$ cat config.mk
export PLATFORM = sky130hd
export DESIGN_NAME = t05_huffman_decoder
export DESIGN_NICKNAME = d
export VERILOG_FILES = /design/src/rtl/t05_huffman_decoder.sv
export SDC_FILE = /design/constraint.sdc
export NUM_CORES = 1
export LEC_CHECK = 0
export BUFFER_PORTS_ARGS = -buffer_cell sky130_fd_sc_hd__buf_2
export CORE_MARGIN = 2
export CORE_UTILIZATION = 60
export CTS_CLUSTER_SIZE = 12
export DETAILED_ROUTE_END_ITERATION = 8
export GPL_ROUTABILITY_DRIVEN = 0
export PLACE_DENSITY = 0.83
export SYNTH_ARGS = -nofsm -noshare
export SYNTH_HDL_FRONTEND = slang
export SYNTH_SLANG_ARGS = --single-unit
$ cat constraint.sdc
create_clock -name clk -period 5.45 [get_ports clk]
set_clock_uncertainty 0.05 [all_clocks]
set_input_delay 0.545 -clock clk [delete_from_list [all_inputs] [get_ports clk]]
set_output_delay 0.545 -clock clk [all_outputs]
set_load 0.1 [all_outputs]
$ cat src/rtl/t05_huffman_decoder.sv
// t05_huffman_decoder: walks a Huffman tree one code bit per level and emits leaf characters.
// Define T05_DECODE_ERR_EN to stop in ERR on an internal node that has a zero child index.
module t05_huffman_decoder (
  input  logic        clk,
  input  logic        nrst,
  input  logic        start,
  input  logic [31:0] totChar,
  input  logic        bit_in,
  input  logic        bit_valid,
  output logic        bit_ready,
  output logic [8:0]  node_addr,
  output logic        node_req,
  input  logic        node_ack,
  input  logic [18:0] node_data,
  output logic [7:0]  char_out,
  output logic        char_valid,
  input  logic        char_ready,
  output logic        done,
  output logic        err
);
  typedef enum logic [2:0] {IDLE, FETCH, WAIT_BIT, EMIT, DONE
`ifdef T05_DECODE_ERR_EN
    , ERR
`endif
  } state_t;
  state_t state_q, state_d;
  logic [8:0] cur_q, cur_d;
  logic [31:0] cnt_q, cnt_d, tot_q, tot_d;
  logic [17:0] nd_q, nd_d;
  logic skip_q, skip_d;
  logic bit_ready_q, node_req_q, char_valid_q, done_q;
  assign bit_ready = bit_ready_q;
  assign node_req = node_req_q;
  assign char_valid = char_valid_q;
  assign done = done_q;
  assign node_addr = cur_q;
  assign char_out = nd_q[7:0];
  // skip_q marks a root leaf: one code bit is swallowed before that symbol is emitted
  always_comb begin
    state_d = state_q;
    cur_d = cur_q;
    cnt_d = cnt_q;
    tot_d = tot_q;
    nd_d = nd_q;
    skip_d = skip_q;
    case (state_q)
      FETCH: if (node_ack) begin
        nd_d = node_data[17:0];
        skip_d = node_data[18] && cur_q == 9'd0;
        state_d = (node_data[18] && cur_q != 9'd0) ? EMIT : WAIT_BIT;
`ifdef T05_DECODE_ERR_EN
        if (!node_data[18] && (node_data[17:9] == 9'd0 || node_data[8:0] == 9'd0)) state_d = ERR;
`endif
      end
      WAIT_BIT: if (bit_valid) begin
        skip_d = 1'b0;
        cur_d = skip_q ? cur_q : (bit_in ? nd_q[8:0] : nd_q[17:9]);
        state_d = skip_q ? EMIT : FETCH;
      end
      EMIT: if (char_ready) begin
        cnt_d = cnt_q + 32'd1;
        cur_d = 9'd0;
        state_d = (cnt_d == tot_q) ? DONE : FETCH;
      end
      default: if (start) begin
        tot_d = totChar;
        cnt_d = 32'd0;
        cur_d = 9'd0;
        skip_d = 1'b0;
        state_d = (totChar == 32'd0) ? DONE : FETCH;
      end
    endcase
  end
  always_ff @(posedge clk or negedge nrst) begin
    if (!nrst) begin
      state_q <= IDLE;
      cur_q <= 9'd0;
      cnt_q <= 32'd0;
      tot_q <= 32'd0;
      nd_q <= 18'd0;
      skip_q <= 1'b0;
      bit_ready_q <= 1'b0;
      node_req_q <= 1'b0;
      char_valid_q <= 1'b0;
      done_q <= 1'b0;
    end else begin
      state_q <= state_d;
      cur_q <= cur_d;
      cnt_q <= cnt_d;
      tot_q <= tot_d;
      nd_q <= nd_d;
      skip_q <= skip_d;
      bit_ready_q <= state_d == WAIT_BIT;
      node_req_q <= state_d == FETCH;
      char_valid_q <= state_d == EMIT;
      done_q <= state_d == DONE;
    end
  end
`ifdef T05_DECODE_ERR_EN
  logic err_q;
  assign err = err_q;
  always_ff @(posedge clk or negedge nrst) begin
    if (!nrst) err_q <= 1'b0;
    else err_q <= state_d == ERR;
  end
`else
  assign err = 1'b0;
`endif
endmodule

# ---- After elaboration in Yosys (flattened, before gate mapping)
# Index checks and enable logic that the tools add are counted.
dict set report word_totals {
  ramBits 0
  memories 0
  latch_bits 0
  mem_bits_ro 0
  out_inout_bits 22
  regBits 99
  in_bits 58
  wordCells 64
}
dict set report classes {
  n_eq_ne 12
  div 0
  magnitude_cmp 0
  n_bitwise 4
  mux 22
  addsub 1
  n_reduce_logical 15
  multipliers 0
  n_shift 0
}
# operator n
set op_table {}
lappend op_table {{2-to-1 mux 32 bit} 2}
lappend op_table {{one-hot mux 32 bit (2 select lines)} 1}
lappend op_table {{2-to-1 mux 9 bit} 5}
lappend op_table {{adder 32 x 1 -> 32 bit, second input constant} 1}
lappend op_table {{equality test 32 bit} 1}
lappend op_table {{zero test 32 bit} 1}
lappend op_table {{one-hot mux 9 bit (3 select lines)} 1}
lappend op_table {{2-to-1 mux 3 bit} 6}
lappend op_table {{equality test 3 x 2 -> 1 bit, second input constant} 4}
lappend op_table {{zero test 9 bit} 1}
lappend op_table {{one-hot mux 3 bit (3 select lines)} 1}
lappend op_table {{nonzero test 9 bit} 1}
lappend op_table {{inequality test 2 bit, second input constant} 4}
lappend op_table {{equality test 3 x 1 -> 1 bit, second input constant} 2}
lappend op_table {{nonzero test 3 bit} 2}
lappend op_table {{AND reduction 5 bit} 1}
lappend op_table {{2-to-1 mux 1 bit} 4}
lappend op_table {{inverter 1 bit} 4}
lappend op_table {{AND reduction 2 bit} 2}
lappend op_table {{AND reduction 4 bit} 1}
lappend op_table {{equality test 3 bit, second input constant} 1}
lappend op_table {{one-hot mux 1 bit (3 select lines)} 1}
lappend op_table {{AND reduction 3 bit} 1}
lappend op_table {{OR reduction 3 bit} 1}
lappend op_table {{4 further kinds} 5}

# ---- Longest topological paths before layout
# Gate-level depths: netlist of run 1.
dict set report logic_depth {
  depth_word 6
  depth_mapped 11
  mapped_depth_nobuf 10
}

# ---- Worst setup path after synthesis of run 1
# OpenSTA, ideal clock, no wires.
dict set report synth_timing {
  path_kind {reg2reg}
  startpoint {reg cnt_q[1]}
  endpoint {reg done_q, in the netlist done}
  path_stages_with_launch 12
  n_path_buf 1
  t_arrival_ns 2.887
  setup_time_ns 0.080
  path_slack_ns 2.433
  required_time_ns 5.320
  synth_period_minus_slack_ns 3.017
  path_cell_list {dfrtp_1 > ha_1 > clkbuf_1 > and3_1 > o211ai_1 > a2111oi_0 > nand4_1 > or4_1 > or4_1 > o211ai_2 > inv_2 > nor3b_2}
}
dict set report synth_via {
  elab_chain_len 6
}
# item line_no
set synth_rtl {}
lappend synth_rtl {{from (decl)} 28} ;# logic [31:0] cnt_q, cnt_d, tot_q, tot_d;
lappend synth_rtl {{from (signal assigned)} 89} ;# cnt_q <= cnt_d;
lappend synth_rtl {{adder 32 x 1 -> 32 bit} 61} ;# cnt_d = cnt_q + 32'd1;
lappend synth_rtl {{equality test 32 bit} 63} ;# state_d = (cnt_d == tot_q) ? DONE : FETCH;
lappend synth_rtl {{2-to-1 mux 3 bit} 63}
lappend synth_rtl {{2-to-1 mux 3 bit} 60} ;# EMIT: if (char_ready) begin
lappend synth_rtl {{one-hot mux 3 bit (3 select lines)} 46} ;# case (state_q)
lappend synth_rtl {{via state_d[0]} 26} ;# state_t state_q, state_d;
lappend synth_rtl {{equality test 3 bit} 96} ;# done_q <= state_d == DONE;
lappend synth_rtl {{to (signal assigned)} 85} ;# done_q <= 1'b0;
lappend synth_rtl {{to (signal assigned)} 96}
lappend synth_rtl {{to (decl)} 31} ;# logic bit_ready_q, node_req_q, char_valid_q, done_q;
# The timed path passes the listed nets, and every way through them passes these cells.
# A chain may end at the register's enable or synchronous reset.

# ---- Worst setup path after layout of run 1
dict set report layout_timing {
  startpoint {reg cnt_q[0]}
  endpoint {reg done_q, in the netlist done}
}
# The elaborated chain is that of the path after synthesis.

==> flow_summary.yaml, run 1 <==
placed_design:
  hpwl_mm: 10.2
  placed_cell_area_um2: 5990
  io_buffers: 78
detailed_routing:
  antenna_left: 0
  vias: 5068
  wl_per_cell_um: 17.8
  post_drt_via_cell_ratio: 6.37
  drt_first_iter_violations: 552
  routed_wl_mm: 14.2
  dr.pass1.iters: 5
  drcViolationCount: 0
critical_path:
  setup.worst_path.class: "reg -> reg"
  critPathLaunchType: "flop"
  cp_slowest_stage_delay_ps: 640
  rr_endpoint: "done$_DFF_PN0_"
  cp_top_family: "simple AND/OR/NAND/NOR gates"
  required_ps: 5710
  crit_top_cell: "nand3_1"
  crit_buf_inv: 1
  rr_worst_depth: 10
  crit_fanout: 10
  rrSetupSlack_ps: 1910
  worstPathArrival_ps: 3790
  regToRegStartpoint: "cnt_q[0]$_DFFE_PN0P_"
  worstPathCellList: "ha_1 > nand3_1 > nor2_1 > and4_1 > xnor2_1 > nand3_1 > or4_1 > o211ai_2 > inv_2 > nor3b_2"
  slowest_stage: "or4_1"
  end_kind: "flop"
timing:
  rsz0062_at_grt: "no"
  timing.final.crit_share_pct: 64.9
  setup_viol: 0
  setup_tns_ps: 0
  fin_crit_ps: 3540
  max_slew.worst_pin.slew_ps: 1290
  hold_ws_ps: 13.5
  max_slew_margin_pct: 14.0
  hold_viol: 0
  final_max_slew_viol_count: 0
  max_freq_mhz: 283
cts:
  h-tree-depth: 3
  cts_num_sinks: 99
  cts_tree: "built"
  clkTransAtPathRegs_ps: 120
  root_buffer: "clkbuf_8"
  cts.path.max_buffers: 2
  cts_inserted_buffers: 9
  hold_buffers: 0
  ctsResizeCount: 0
  cts_setup_buffers: 0
  clk_latency_ps: 390
global_routing:
  antenna_found_initial: 0
  grt_max_degree: 73
  grt_pass1_wl_mm: 23.5
  grt_usage_pct: 29.3
  first_global_vias: 4882
  grt.overflow.total: 0
yosys:
  ys_top_cells_by_area: "dfrtp_1, nand2_1, xnor2_1"
  syn_nets: 695
  synth_fa_ha_area_share_pct: 0.221
  synth_cells: 636
  yosysMostFrequentCell: "nand2_1"
  synth_area_leader_cell: "dfrtp_1"
  async_flop_share_pct: 100
  avgSynthCellArea_um2: 8.89
  netlist_area_um2: 5650
  synth_seq_cells: 99
  synth-warning-count: 0
  synth_ff_type: "dfrtp_1"
  synth_simple_gate_area_share_pct: 24.9
  synth_top_family_by_area: "simple AND/OR/NAND/NOR gates"
  muxShareOfSynthArea_pct: 5.75
  ys_types: 58
  ys_seq_area_share_pct: 43.8
  synth_compound_area_share_pct: 13.0
  synthXorXnorAreaFrac_pct: 7.44
  synthTopCellsByCount: "nand2_1, dfrtp_1, o21ai_0"
  synth_edf_count: 0
  synth_top_cell_area_share_pct: 43.8
power_and_ir_drop:
  p_per_area_nw_per_um2: 513
  p_total_mw: 3.18
  ir_drop_mv: 0.569
  power_leakage_nw: 2.80
floorplan:
  dieArea_um2: 10200
  io-pin-count: 80
  rows: 35
  fp.dieW_um: 101
  die_h_um: 101
  core_area_um2: 9200
  initial_utilization_pct: 61.5
finish:
  nets: 738
  post-route-util_pct: 67.4
  drive_gt1_share_pct: 19.4
  fin_area_um2: 6200
  syn_to_final_growth_pct: 9.65
  fill_cells: 738
  ff_latch_area_um2: 2480
  multi_input_area_um2: 2920
  n_antenna_cell: 0
run_status:
  status: "finished, final reports clean"
run:
  cap_viol_max_count: 0
hold_path:
  min_path_type: "in -> async"
==> cells by family after synthesis <==
| family | count (synthesis) |
|---|---|
| xor gates and xnor gates | 48 |
| and+or+nand+nor | 285 |
| buffers and inverters | 57 |
| adders and majority gates | 1 |
| other | 1 |
| DFF | 99 |
| AOI/OAI and AO/OA | 115 |
| muxes | 30 |
==> metrics by stage <==
stage,setup slack [ps],instances
2_1_floorplan,2430,636
3_3_place_gp,2190,779
3_5_place_dp,2010,779
4_1_cts,1980,795
5_1_grt,1750,795
6_report,1910,795
==> layout make-up <==
class | count | share of cell area (%)
flip-flops and latches | 99 | 40.0
clock inverters | 7 | 1.29
inverters | 5 | 0.303
clock buffers | 9 | 2.00
multi-input cells | 480 | 47.1
repair buffers | 84 | 7.07
well taps | 111 | 2.24
==> report_power, final <==
part	switching (mW)	internal, mW	leakage, nW
combinational	1.05	0.448	1.41
sequential	0.226	0.969	1.28
clock	0.304	0.183	0.0994
total	1.58	1.60	2.80
==> cells in the final DEF (no fill, tap or decap), drive strengths merged, types with 4 or more instances in the layout <==
cell type,Yosys,final
a21oi,11,11
a31oi,4,4
and2,6,6
and3,7,7
and4,5,5
buf,29,84
clkbuf,23,9
dfrtp,99,99
inv,5,8
mux2,20,20
mux2i,10,10
nand2,147,147
nand2b,4,4
nand3,18,18
nand4,22,22
nor2,30,30
nor3,9,9
nor4,20,20
o211ai,6,6
o21ai,48,48
o31ai,23,23
o41ai,4,4
or4,4,4
xnor2,33,33
xor2,15,15
==> worst reg2reg max path: cells and delay by family, from the launching register on <==
kind,cells,cell delay (ps)
xor+xnor,1,130
buf+inv,1,70
simple gates,6,2070
fa+ha+maj,1,350
compound gates,1,270
flops,1,530
==> flip-flops by register name (all words and copies together) (netlist names) <==
signal and count:
char_valid 1, done 1, node_addr 9, state_q 3, tot_q 32, cnt_q 32, bit_ready 1, nd_q 18
node_req 1, skip_q 1
==> worst max path at each step <==
stage	depth (start not counted)	start	end
after CTS	10	cnt_q[0]$_DFFE_PN0P_	done$_DFF_PN0_
final	10	cnt_q[0]$_DFFE_PN0P_	done$_DFF_PN0_
after global placement	10	cnt_q[0]$_DFFE_PN0P_	done$_DFF_PN0_
after detailed placement	10	cnt_q[0]$_DFFE_PN0P_	done$_DFF_PN0_
after floorplan	11	cnt_q[1]$_DFFE_PN0P_	done$_DFF_PN0_
after global routing	10	cnt_q[0]$_DFFE_PN0P_	done$_DFF_PN0_
==> metal layers <==
layer / vias up / GRT usage [%] / wire [µm] / share of wire, %
li1: 2322 / - / - / -
met1: 2462 / 38.0 / 5880 / 41
met2: 231 / 47.2 / 6820 / 48
met3: 53 / 8.11 / 1040 / 7.3
met4: 0 / 10.7 / 440 / 3.1
met5: - / 0 / 0 / 0
Note: power is estimated with default switching activity, not from simulation.
==> inputs of run 2 (changes only) <==
--- a/config.mk
+++ b/config.mk
@@ -5,13 +5,14 @@
 export SDC_FILE = /design/constraint.sdc
 export NUM_CORES = 1
 export LEC_CHECK = 0
+export ABC_AREA = 1
 export BUFFER_PORTS_ARGS = -buffer_cell sky130_fd_sc_hd__buf_2
 export CORE_MARGIN = 2
-export CORE_UTILIZATION = 60
+export CORE_UTILIZATION = 52
 export CTS_CLUSTER_SIZE = 12
 export DETAILED_ROUTE_END_ITERATION = 8
 export GPL_ROUTABILITY_DRIVEN = 0
-export PLACE_DENSITY = 0.83
+export PLACE_DENSITY = 0.76
 export SYNTH_ARGS = -nofsm -noshare
 export SYNTH_HDL_FRONTEND = slang
 export SYNTH_SLANG_ARGS = --single-unit
==> constraint.sdc (replaced) <==
create_clock -name clk -period 3.2 [get_ports clk]
set_clock_uncertainty 0.05 [all_clocks]
set_input_delay 0.32 -clock clk [delete_from_list [all_inputs] [get_ports clk]]
set_output_delay 0.32 -clock clk [all_outputs]
set_load 0.1 [all_outputs]
==> flow_summary.yaml, run 2 <==
yosys:
  synth_area_leader_cell: "dfrtp_1"
  avgSynthCellArea_um2: 7.33
  synth-warning-count: 0
  syn_nets: 845
  async_flop_share_pct: 100
  synth_ff_type: "dfrtp_1"
  synth_top_cell_area_share_pct: 43.0
  netlist_area_um2: 5760
  ys_types: 40
  synthTopCellsByCount: "nand2_1, dfrtp_1, nor2_1"
  synth_seq_cells: 99
  yosysMostFrequentCell: "nand2_1"
  ys_seq_area_share_pct: 43.0
  ys_top_cells_by_area: "dfrtp_1, nand2_1, nor2_1"
  synth_cells: 786
  synth_edf_count: 0
critical_path:
  worstPathArrival_ps: 2880
  rr_endpoint: "done$_DFF_PN0_"
  required_ps: 3480
  end_kind: "flop"
  critPathLaunchType: "flop"
  rrSetupSlack_ps: 600
  crit_fanout: 5
  setup.worst_path.class: "reg -> reg"
  regToRegStartpoint: "cnt_q[0]$_DFFE_PN0P_"
  cp-endpoint: "done$_DFF_PN0_"
  worstSetupStartpoint: "cnt_q[0]$_DFFE_PN0P_"
  rr_worst_depth: 19
floorplan:
  fp.dieW_um: 109
  io-pin-count: 80
  initial_utilization_pct: 53.1
  die_h_um: 109
  dieArea_um2: 11900
  rows: 38
  core_area_um2: 10800
timing:
  setup_viol: 0
  hold_viol: 0
  final_max_slew_viol_count: 0
  max_slew_margin_pct: 32.6
  fin_crit_ps: 2600
  setup_tns_ps: 0
  max_slew.worst_pin.slew_ps: 1010
  timing.final.crit_share_pct: 81.3
  max_freq_mhz: 384
  rsz0062_at_grt: "no"
finish:
  fin_area_um2: 6450
  reg_top3: "cnt_q x32, tot_q x32, nd_q x18"
  ff_latch_area_um2: 2480
  final_cell_mix: "nand2_1, dfrtp_1, nor2_1"
  mostFrequentLayoutCell: "nand2_1"
  drive_gt1_share_pct: 16.3
  n_antenna_cell: 0
  nets: 916
  fill_cells: 1031
  syn_to_final_growth_pct: 12.1
  multi_input_area_um2: 2820
  instances_no_fill: 1001
global_routing:
  first_global_vias: 4987
  grt_usage_pct: 26.6
  grt.overflow.total: 0
  grt_pass1_wl_mm: 24.0
  grt_max_degree: 79
  antenna_found_initial: 0
run_status:
  status: "finished, final reports clean"
cts:
  clk_latency_ps: 390
  clkTransAtPathRegs_ps: 100
  cts_setup_buffers: 0
  cts.path.max_buffers: 2
  h-tree-depth: 3
  cts_num_sinks: 99
  hold_buffers: 0
  ctsResizeCount: 0
  root_buffer: "clkbuf_8"
  cts_inserted_buffers: 9
  cts_tree: "built"
power_and_ir_drop:
  power_leakage_nw: 3.23
  p_per_area_nw_per_um2: 778
  ir_drop_mv: 0.713
  p_total_mw: 5.02
placed_design:
  io_buffers: 78
  dp_cells: 986
  hpwl_mm: 11.0
  placed_cell_area_um2: 6270
detailed_routing:
  wl_per_cell_um: 14.5
  dr.pass1.iters: 5
  post_drt_via_cell_ratio: 5.31
  routed_wl_mm: 14.6
  antenna_left: 0
  drcViolationCount: 0
  vias: 5320
  drt_first_iter_violations: 288
hold_path:
  min_path_type: "in -> async"
run:
  cap_viol_max_count: 0
[run 2: changes by cell type after synthesis, sizes merged, moves of 11 or more]
cell | before | now
o22ai | 2 | 20
nand3 | 18 | 60
nand4 | 22 | 4
nor2 | 30 | 99
o31ai | 23 | 1
nand3b | 0 | 11
nand2 | 147 | 268
buf | 29 | 12
inv | 5 | 87
nor4 | 20 | 9
xnor2 | 33 | 1
[run 2: worst max-delay path, cell delays in order (launching register included)]
cell and delay, ps:
dfrtp_1 430, ha_1 230, nand2_2 130, nor2_8 160, nand2_1 100, nand2_1 90, nand2_1 50, nand2_1 90
nand2_1 60, nor2_1 80, nand2_1 70, nor2_1 170, nand2_1 80, nor2_1 140, nand2_1 130, nor2_1 120
nand2_1 100, nand2_2 110, nand2_1 50, nor2_1 90
[run 2: layout make-up]
cell class / instances / area share (%)
Multi-Input combinational cell: 571 / 43.7
Sequential cell: 99 / 38.4
Timing Repair Buffer: 87 / 7.13
Inverter: 89 / 5.18
Tap cell: 140 / 2.71
Clock buffer: 11 / 2.35
Clock inverter: 4 / 0.504
[run 2: worst min-delay path by stage]
stage                         startpoint               endpoint  depth (start not counted)
floorplan                           nrst    bit_ready$_DFF_PN0_                          0
global placement    nd_q[12]$_DFFE_PN0P_   nd_q[12]$_DFFE_PN0P_                          2
detailed placement  nd_q[12]$_DFFE_PN0P_   nd_q[12]$_DFFE_PN0P_                          2
CTS                        node_data[11]   nd_q[11]$_DFFE_PN0P_                          3
global route               node_data[10]   nd_q[10]$_DFFE_PN0P_                          3
finish                              nrst  tot_q[15]$_DFFE_PN0P_                          1
[run 2: stage by stage]
step | hold slack, ps | worst slack, ps | utilization [%]
3_5_place_dp | 410 | 659 | 57.8
2_1_floorplan | -25.6 | 1090 | -
6_report | 48.0 | 598 | 59.5
5_1_grt | 55.3 | 368 | 59.5
3_3_place_gp | 406 | 711 | 57.8
4_1_cts | 54.4 | 628 | 59.5
[run 2: layer usage]
metal | vias to the layer above | wire length [µm] | GRT usage, %
li1 | 2674 | - | -
met1 | 2444 | 6220 | 32.9
met2 | 163 | 6930 | 43.6
met3 | 39 | 793 | 6.69
met4 | 0 | 599 | 12.5
met5 | - | 0 | 0
[run 2: report_power, final]
group	leakage [nW]	internal, mW	switching (mW)
Clock	0.0884	0.327	0.458
Combinational	1.88	0.633	1.69
Sequential	1.26	1.64	0.268
[run 2: logic make-up (layout without fill, tap and decap cells)]
| group | after synthesis | in the layout | synth area share (%) |
|---|---|---|---|
| flip-flops | 99 | 99 | 43.0 |
| other | 1 | 1 | 0.0651 |
| multiplexers | 17 | 17 | 3.32 |
| adder cells (fa/ha/maj) | 1 | 1 | 0.217 |
| AO/OA/AOI/OAI | 91 | 91 | 9.43 |
| AND/OR/NAND/NOR | 453 | 453 | 34.1 |
| buffers and inverters | 116 | 191 | 8.17 |
| XOR/XNOR | 8 | 8 | 1.69 |
==> inputs of run 3 (changes only) <==
--- a/config.mk
+++ b/config.mk
@@ -5,14 +5,14 @@
 export SDC_FILE = /design/constraint.sdc
 export NUM_CORES = 1
 export LEC_CHECK = 0
-export ABC_AREA = 1
+export ABC_AREA = 0
 export BUFFER_PORTS_ARGS = -buffer_cell sky130_fd_sc_hd__buf_2
 export CORE_MARGIN = 2
-export CORE_UTILIZATION = 52
+export CORE_UTILIZATION = 58
 export CTS_CLUSTER_SIZE = 12
 export DETAILED_ROUTE_END_ITERATION = 8
 export GPL_ROUTABILITY_DRIVEN = 0
-export PLACE_DENSITY = 0.76
+export PLACE_DENSITY = 0.81
 export SYNTH_ARGS = -nofsm -noshare
 export SYNTH_HDL_FRONTEND = slang
 export SYNTH_SLANG_ARGS = --single-unit
==> constraint.sdc (replaced) <==
create_clock -name clk -period 2.42 [get_ports clk]
set_clock_uncertainty 0.05 [all_clocks]
set_input_delay 0.242 -clock clk [delete_from_list [all_inputs] [get_ports clk]]
set_output_delay 0.242 -clock clk [all_outputs]
set_load 0.1 [all_outputs]
==> flow_summary.yaml, run 3 (synthesized netlist as in run 1, its figures left out) <==
run_status:
  status: "complete, but fails checks"
  violations: "setup timing"
placed_design:
  hpwl_mm: 11.8
  placed_cell_area_um2: 6820
  dp_cells: 903
  io_buffers: 78
detailed_routing:
  drt_first_iter_violations: 567
  dr.pass1.iters: 6
  routed_wl_mm: 16.8
  vias: 5592
  antenna_left: 0
  post_drt_via_cell_ratio: 6.04
  wl_per_cell_um: 18.2
  drcViolationCount: 0
timing:
  fin_crit_ps: 2940
  layout_setup_ws_ps: -516
  setup_viol: 5
  max_freq_mhz: 341
  final_max_slew_viol_count: 0
  max_slew_margin_pct: 53.2
  rsz0062_at_grt: "yes"
  hold_viol: 0
  hold_ws_ps: 12.8
  timing.final.crit_share_pct: 121
  max_slew.worst_pin.slew_ps: 702
power_and_ir_drop:
  p_sw_share_pct: 48.3
  power.internal_mw: 3.93
  pwr-share-seq_pct: 35.4
  power_frac_comb_pct: 50.2
  power_switching_mw: 3.67
  power.share.clock_pct: 14.4
  p_per_area_nw_per_um2: 1050
  ir_drop_mv: 1.05
  power_leakage_nw: 3.37
critical_path:
  regToRegStartpoint: "cnt_q[1]$_DFFE_PN0P_"
  rrSetupSlack_ps: -520
  rr_worst_depth: 11
  critPathLaunchType: "flop"
  end_kind: "flop"
  required_ps: 2670
  cp_slowest_stage_delay_ps: 530
  rr_endpoint: "done$_DFF_PN0_"
  worstPathCellList: "buf_6 > nand4_4 > buf_4 > or4_1 > nor4_2 > o22ai_2 > nor4_2 > nand4_1 > o211ai_4 > inv_2 > nor3b_2"
  setup.worst_path.class: "reg -> reg"
  cp_top_family: "simple AND/OR/NAND/NOR gates"
  crit_top_cell: "nor4_2"
  slowest_stage: "or4_1"
  crit_buf_inv: 3
  worstPathArrival_ps: 3190
  crit_fanout: 3
cts:
  clkTransAtPathRegs_ps: 100
  cts_num_sinks: 99
  h-tree-depth: 3
  cts.path.max_buffers: 2
  root_buffer: "clkbuf_8"
  clk_latency_ps: 380
  cts_inserted_buffers: 9
  cts_tree: "built"
floorplan:
  rows: 36
  die_h_um: 103
  initial_utilization_pct: 58.9
  core_area_um2: 9590
  fp.dieW_um: 103
  dieArea_um2: 10600
  io-pin-count: 80
global_routing:
  grt_max_degree: 54
  grt_pass1_wl_mm: 26.7
  grt.overflow.total: 0
  grt_usage_pct: 32.8
  first_global_vias: 5581
  antenna_found_initial: 0
run:
  cap_viol_max_count: 0
finish:
  nets: 848
  mostFrequentLayoutCell: "nand2_1"
  instances_no_fill: 926
  reg_top3: "cnt_q x32, tot_q x32, nd_q x18"
  drive_gt1_share_pct: 33.9
  n_antenna_cell: 0
  syn_to_final_growth_pct: 27.6
  fill_cells: 617
  final_cell_mix: "nand2_1, buf_4, dfrtp_1"
  fin_area_um2: 7220
hold_path:
  min_to: "tot_q[21]$_DFFE_PN0P_"
  min_path_type: "in -> reg"
  min_from: "totChar[21]"
  hold_path_depth: 3
-- run 3: changes by cell type in the layout (fill, tap and decap cells not counted), moves of 15 or more --
cell,change
nand2_1,-115
buf_4,+101
inv_1,-81
nor2_1,-62
nand3_1,-41
xnor2_1,+29
o31ai_1,+22
o22ai_1,-19
nand4_1,+15
-- run 3: routing by layer --
metal	track usage [%]	wire, µm	up-vias
met4	14.7	734	0
met2	55.8	8340	298
met1	39.9	6470	2696
li1	-	-	2532
met3	7.39	1300	66
met5	0	0	-
-- run 3: final cells by class --
type / instances / area [µm²] / share of cell area, %
multi-input cells: 480 / 3060 / 42.4
flip-flops and latches: 99 / 2480 / 34.4
repair buffers: 194 / 1290 / 17.9
well taps: 133 / 166 / 2.31
clock buffers: 11 / 141 / 1.96
clock inverters: 4 / 51.3 / 0.711
inverters: 5 / 18.8 / 0.260
-- run 3: worst min-delay path: stages --
cell,delay (ps)
buf_2,90
nand2_1,40
nand2_1,50
-- run 3: how the worst max path moves through the flow --
stage	start	endpoint	slack (ps)	depth (start not counted)
final	cnt_q[1]$_DFFE_PN0P_	done$_DFF_PN0_	-520	11
after global routing	cnt_q[1]$_DFFE_PN0P_	node_req$_DFF_PN0_	-610	11
after detailed placement	cnt_q[1]$_DFFE_PN0P_	done$_DFF_PN0_	-470	11
after CTS	cnt_q[1]$_DFFE_PN0P_	done$_DFF_PN0_	-350	10
after global placement	cnt_q[1]$_DFFE_PN0P_	done$_DFF_PN0_	-360	10
after floorplan	cnt_q[1]$_DFFE_PN0P_	done$_DFF_PN0_	-300	11
-- run 3: what timing repair did --
action / CTS / global route
setup endpoints to repair: 5 / 5
pin swaps: 3 / 4
hold endpoints to repair: 51 / 0
buffers inserted: 3 / 4
gates resized for setup: 25 / 9
hold buffers: 1 / 0
-- run 3: per-stage QoR --
step	worst slack [ps]	utilization [%]	setup TNS [ps]	power, mW
floorplan	-302	-	-1010	5.39
global placement	-363	71.1	-1330	6.10
detailed placement	-474	71.1	-1820	6.24
CTS	-346	74.5	-1370	7.43
global route	-606	75.2	-2630	7.96
finish	-516	75.2	-2140	7.60
-- run 3: power groups by stage --
stage	logic (mW)	registers, mW	clock network (mW)
2_1_floorplan	2.29	3.10	0
3_3_place_gp	3.45	2.66	0
3_5_place_dp	3.55	2.69	0
4_1_cts	3.68	2.67	1.08
5_1_grt	4.07	2.73	1.16
6_report	3.82	2.69	1.09
